## src/rtl/dot_accumulator.sv

```systemverilog
// dot_accumulator: accumulates the summation tree's per-beat partial sums into one
// dot-product result per vector. An internal delay line tracks tree latency, so the
// issue side drives issue_vld/issue_last together with the operands. Finished results
// wait in a single valid/ready result register. A completion that finds that register
// full and not being drained is dropped, and the drop sets ovf_err.
// Build option: define ACC_SAT_EN to make every add saturate as a signed value.
// Without ACC_SAT_EN, adds wrap modulo 2^ACC_LEN.
module dot_accumulator #(
  parameter int DATA_LEN = 32,
  parameter int ACC_LEN  = 40,
  parameter int TREE_LAT = 2
) (
  input  logic                clk,
  input  logic                rstn,
  input  logic                issue_vld,
  input  logic                issue_last,
  input  logic [DATA_LEN-1:0] sum_in,
  output logic [ACC_LEN-1:0]  res_data,
  output logic                res_valid,
  input  logic                res_ready,
  output logic                busy,
  output logic                ovf_err,
  input  logic                err_clr
);

  typedef enum logic {IDLE, RUN} state_t;

  state_t                    state_reg;
  state_t                    state_next;
  logic [TREE_LAT-1:0]       vld_line;
  logic [TREE_LAT-1:0]       last_line;
  logic                      v_d;
  logic                      l_d;
  logic signed [ACC_LEN-1:0] acc_reg;
  logic signed [ACC_LEN-1:0] acc_next;
  logic signed [ACC_LEN-1:0] sum_ext;
  logic signed [ACC_LEN-1:0] base;
  logic signed [ACC_LEN-1:0] nxt;
  logic                      done;
  logic                      drop;

  // Delay line: stage 0 captures the issue strobes, each later stage shifts the previous one
  genvar gi;
  generate
    for (gi = 0; gi < TREE_LAT; gi++) begin : g_line
      if (gi == 0) begin : g_head
        // First stage: the last flag only counts when the beat is actually valid
        always_ff @(posedge clk or negedge rstn) begin
          if (!rstn) begin
            vld_line[gi]  <= 1'b0;
            last_line[gi] <= 1'b0;
          end else begin
            vld_line[gi]  <= issue_vld;
            last_line[gi] <= issue_vld & issue_last;
          end
        end
      end else begin : g_tail
        // Later stages: plain shift toward the tree-output end
        always_ff @(posedge clk or negedge rstn) begin
          if (!rstn) begin
            vld_line[gi]  <= 1'b0;
            last_line[gi] <= 1'b0;
          end else begin
            vld_line[gi]  <= vld_line[gi-1];
            last_line[gi] <= last_line[gi-1];
          end
        end
      end
    end
  endgenerate

  assign v_d = vld_line[TREE_LAT-1];
  assign l_d = last_line[TREE_LAT-1];

  // A vector's first beat starts from zero, so the IDLE completion value is just sext(sum_in)
  assign sum_ext = ACC_LEN'(signed'(sum_in));
  assign base    = (state_reg == RUN) ? acc_reg : '0;

`ifdef ACC_SAT_EN
  logic signed [ACC_LEN:0] wide_sum;
  assign wide_sum = {base[ACC_LEN-1], base} + {sum_ext[ACC_LEN-1], sum_ext};

  // Saturating add: the two top bits of the widened sum disagree only on signed overflow
  always_comb begin
    nxt = wide_sum[ACC_LEN-1:0];
    if (wide_sum[ACC_LEN] != wide_sum[ACC_LEN-1]) begin
      nxt = wide_sum[ACC_LEN] ? {1'b1, {(ACC_LEN-1){1'b0}}} : {1'b0, {(ACC_LEN-1){1'b1}}};
    end
  end
`else
  assign nxt = base + sum_ext;
`endif

  // FSM next state and accumulator update; sum_in is ignored unless a delayed beat is valid
  always_comb begin
    state_next = state_reg;
    acc_next   = acc_reg;
    done       = 1'b0;
    if (v_d) begin
      case (state_reg)
        IDLE: begin
          if (l_d) begin
            done = 1'b1;
          end else begin
            acc_next   = nxt;
            state_next = RUN;
          end
        end
        RUN: begin
          if (l_d) begin
            done       = 1'b1;
            acc_next   = '0;
            state_next = IDLE;
          end else begin
            acc_next = nxt;
          end
        end
        default: begin
          state_next = IDLE;
          acc_next   = '0;
        end
      endcase
    end
  end

  // State and accumulator registers
  always_ff @(posedge clk or negedge rstn) begin
    if (!rstn) begin
      state_reg <= IDLE;
      acc_reg   <= '0;
    end else begin
      state_reg <= state_next;
      acc_reg   <= acc_next;
    end
  end

  // Accumulation never stalls, so a completion that cannot be stored is lost
  assign drop = done & res_valid & ~res_ready;

  // Result register: a completion loads it (even during a handshake), otherwise a handshake empties it
  always_ff @(posedge clk or negedge rstn) begin
    if (!rstn) begin
      res_data  <= '0;
      res_valid <= 1'b0;
    end else if (done && !drop) begin
      res_data  <= nxt;
      res_valid <= 1'b1;
    end else if (res_valid && res_ready) begin
      res_valid <= 1'b0;
    end
  end

  // Sticky overflow flag; a drop in the same cycle as err_clr keeps the flag set
  always_ff @(posedge clk or negedge rstn) begin
    if (!rstn) begin
      ovf_err <= 1'b0;
    end else if (drop) begin
      ovf_err <= 1'b1;
    end else if (err_clr) begin
      ovf_err <= 1'b0;
    end
  end

  assign busy = (state_reg == RUN) | (|vld_line) | res_valid;

endmodule
```

## config.mk

```make
export PLATFORM = sky130hd
export DESIGN_NAME = dot_accumulator
export DESIGN_NICKNAME = d
export VERILOG_FILES = /design/src/rtl/dot_accumulator.sv
export SDC_FILE = /design/constraint.sdc
export NUM_CORES = 1
export LEC_CHECK = 0
export CAP_MARGIN = 40
export CORE_ASPECT_RATIO = 1.75
export CORE_MARGIN = 2
export CORE_UTILIZATION = 51
export CTS_BUF_LIST = sky130_fd_sc_hd__clkbuf_8
export CTS_CLUSTER_SIZE = 16
export DETAILED_ROUTE_END_ITERATION = 7
export GPL_TIMING_DRIVEN = 0
export HOLD_SLACK_MARGIN = 0.05
export PLACE_DENSITY = 0.79
export SLEW_MARGIN = 20
export SYNTH_ARGS = -nofsm -noshare
export SYNTH_HDL_FRONTEND = slang
export SYNTH_SLANG_ARGS = --single-unit
```

## constraint.sdc

```tcl
create_clock -name clk -period 3 [get_ports clk]
set_input_delay 0.3 -clock clk [delete_from_list [all_inputs] [get_ports clk]]
set_output_delay 0.3 -clock clk [all_outputs]
set_load 0.05 [all_outputs]
```

==> impl_metrics.tcl <==
set metrics [dict create \
    via_per_inst 5.97 \
    cts_max_level 3 \
    port_buffers 80 \
    cellLeakagePower_nw 3.51 \
    failed_checks "negative setup slack" \
    min_period_ps 3250 \
    max_stage_delay_ps 420 \
    cp-endpoint "res_data[39]$_DFFE_PN0P_" \
    rr_startpoint "state_reg$_DFFE_PN0P_" \
    wirelength_mm 17.1 \
    gp_congestion 0.936 \
    path_clk_slew_ps 100 \
    layout_commonest_cell "nand2_1" \
    period_share 1.08 \
    core_um2 10700 \
    synth_ff_type "dfrtp_1" \
    syn-num-nets 699 \
    ios 81 \
    gr-total-overflow 0 \
    synth_enable_flop_cells 0 \
    grt_pass1_vias 5577 \
    final_util 0.730 \
    worst-endpoint-arrival_ps 3520 \
    cts-buffers-inserted 9 \
    clockBufferDepth 2 \
    switching_share 0.477 \
    cp_cell_sequence "buf_6, clkbuf_8, and2_4, ha_4, nand4_1, or2_1, buf_4, o22a_4, a311o_1, a21oi_4, o31ai_4, nand2_2, xnor3_1, mux2_4" \
    antenna_found_initial 0 \
    area_growth_pct 38.9 \
    clock-sinks 87 \
    start_util 0.525 \
    maxSlewViolCount 0 \
    max_clock_freq_mhz 308 \
    insertion_delay_ps 380 \
    fin_nets 827 \
    powerDensity_nw_per_um2 1070 \
    tns_ps -2160 \
    syn_inst 621 \
    syn_area_per_cell_um2 9.05 \
    combPwrFrac 0.655 \
    yosysWarnings 0 \
    antenna_left 0 \
    grt_usage 0.284 \
    die_area_um2 11900 \
    worstMarginPinSlew_ps 677 \
    hp-start "last_line[0]$_DFF_PN0_" \
    p_switching_w 0.00398 \
    end_kind "flop" \
    wl_per_cell_um 19.4 \
    synth_seq_cells 87 \
    worstPathRequired_ps 3280 \
    antennaDiodeCount 0 \
    die_x_um 83.3 \
    num_rows 50 \
    cts-root-buf "clkbuf_8" \
    crit_fanout 6 \
    finalHoldViolCount 0 \
    rsz0062_at_grt "true" \
    remaining_drc_errors 0 \
    slew_headroom 0.549 \
    min_path_type "flop to flop" \
    layout-drive-gt1-share 0.223 \
    grt_max_degree 47 \
    drt-initial-drc-count 275 \
    ys_async_sr_fraction 1.00 \
    status "finished, violations left" \
    vias 5280 \
    setup_viol 19 \
    grt_pass1_wl_mm 26.9 \
    layout_common_cells "nand2_1 (104), dfrtp_1 (87), clkdlybuf4s50_1 (79)" \
    pwr-share-clk 0.110 \
    seq_power_share 0.235 \
    setup_slack_ps -247 \
    startpoint "state_reg$_DFFE_PN0P_" \
    path_class "flop to flop" \
    vdd_drop_max_v 0.000724 \
    syn-cell-area_um2 5620 \
    r2r-end "res_data[39]$_DFFE_PN0P_" \
    firstDrtPassIters 5 \
    max-cap-violations 0 \
    chipHeight_um 143 \
    rrSetupSlack_ps -250 \
    fin_skew_ps 12.8 \
    ys_types 58 \
    internal_power_w 0.00436 \
    cp_slowest_cell "a311o_1" \
    r2r_cells 14 \
    cts_tree "yes" \
    ys_seq_area_frac 0.388 \
    crit_path_start_kind "flop" \
    dp_hpwl_mm 11.7 \
]
[cells in the mapped netlist, types with 3 or more instances]
| master | n | area, um2 |
|---|---|---|
| nand2_1 | 107 | 402 |
| dfrtp_1 | 87 | 2180 |
| a21oi_1 | 40 | 200 |
| and2_1 | 40 | 250 |
| ha_1 | 39 | 488 |
| o21ai_0 | 35 | 175 |
| a22o_1 | 33 | 289 |
| clkbuf_1 | 25 | 93.8 |
| a21o_1 | 20 | 150 |
| xnor2_1 | 19 | 166 |
| nor2_1 | 17 | 63.8 |
| xor2_1 | 16 | 140 |
| nand4_1 | 14 | 87.6 |
| inv_1 | 12 | 45.0 |
| mux2_2 | 12 | 135 |
| nand3_1 | 9 | 45.0 |
| nor2b_1 | 9 | 56.3 |
| o21a_1 | 8 | 60.1 |
| a31oi_1 | 7 | 43.8 |
| nand2b_1 | 6 | 37.5 |
| o31ai_1 | 6 | 45.0 |
| buf_2 | 5 | 25.0 |
| nor3_1 | 5 | 25.0 |
| o21bai_1 | 5 | 37.5 |
| or3_1 | 4 | 25.0 |
| and3_1 | 3 | 18.8 |
| buf_4 | 3 | 22.5 |
[critical path, delay by kind of cell, from the launching register on]
family / cells / cell delay, ps
simple gates: 4 / 590
buf+inv: 3 / 440
mux: 1 / 260
compound gates: 4 / 970
fa+ha+maj: 1 / 290
xor+xnor: 1 / 200
flops: 1 / 400
[how the worst min path moves through the flow]
stage,end,depth (start not counted)
5_1_grt,vld_line[0]$_DFF_PN0_,1
3_3_place_gp,l_d$_DFF_PN0_,0
3_5_place_dp,res_data[10]$_DFFE_PN0P_,1
2_1_floorplan,acc_reg[0]$_DFFE_PN0P_,0
4_1_cts,vld_line[0]$_DFF_PN0_,1
6_report,l_d$_DFF_PN0_,0
[per-stage QoR]
stage / instances / total power [W] / area (um2) / hold WS (ps) / setup slack, ps
4_1_cts: 873 / 0.00782 / 7420 / 366 / -267
6_report: 884 / 0.00833 / 7800 / 374 / -247
2_1_floorplan: 621 / 0.00516 / 5640 / 4.41 / 2.35
5_1_grt: 884 / 0.00882 / 7800 / 364 / -376
3_5_place_dp: 832 / 0.00642 / 6630 / 342 / -844
3_3_place_gp: 831 / 0.00632 / 6610 / 338 / -1460
[routing by layer]
layer / up-vias / share of wire / track usage
met5: - / 0 / 0
met3: 76 / 0.033 / 0.0370
li1: 2450 / - / -
met4: 0 / 0.060 / 0.161
met1: 2576 / 0.37 / 0.308
met2: 178 / 0.54 / 0.526
[cell type report]
| cell class | count | area, um2 |
|---|---|---|
| timing repair buffer | 124 | 1180 |
| buffer | 27 | 163 |
| fill | 797 | 2890 |
| clock buffer | 9 | 124 |
| tap | 130 | 163 |
| clock inverter | 7 | 88.8 |
| multi-input combinational | 488 | 3860 |
| sequential | 87 | 2180 |
| inverter | 12 | 45.0 |
[power groups by stage]
stage | combinational (W) | sequential (W) | clock, W
finish | 0.00546 | 0.00196 | 0.000914
global route | 0.00583 | 0.00202 | 0.000964
CTS | 0.00495 | 0.00195 | 0.000928
detailed placement | 0.00445 | 0.00197 | 0
global placement | 0.00437 | 0.00195 | 0
floorplan | 0.00232 | 0.00284 | 0
[cell families (layout without fill, tap and decap cells)]
group / after synthesis / count (layout) / synth area share
buf+inv: 46 / 179 / 0.0339
fa+ha+maj: 40 / 40 / 0.0904
compound gates: 175 / 175 / 0.210
flops: 87 / 87 / 0.388
simple gates: 223 / 223 / 0.192
xor+xnor: 36 / 36 / 0.0586
mux: 14 / 14 / 0.0285
[what timing repair did]
action | CTS | global route
pin swaps | 25 | 33
gates cloned | 1 | 0
resized for setup | 80 | 62
setup buffers | 27 | 15
setup endpoints to repair | 47 | 41
endpoints found under the hold margin | 41 | 0
hold buffers | 1 | 0
Note: power is estimated with default switching activity, not from simulation.
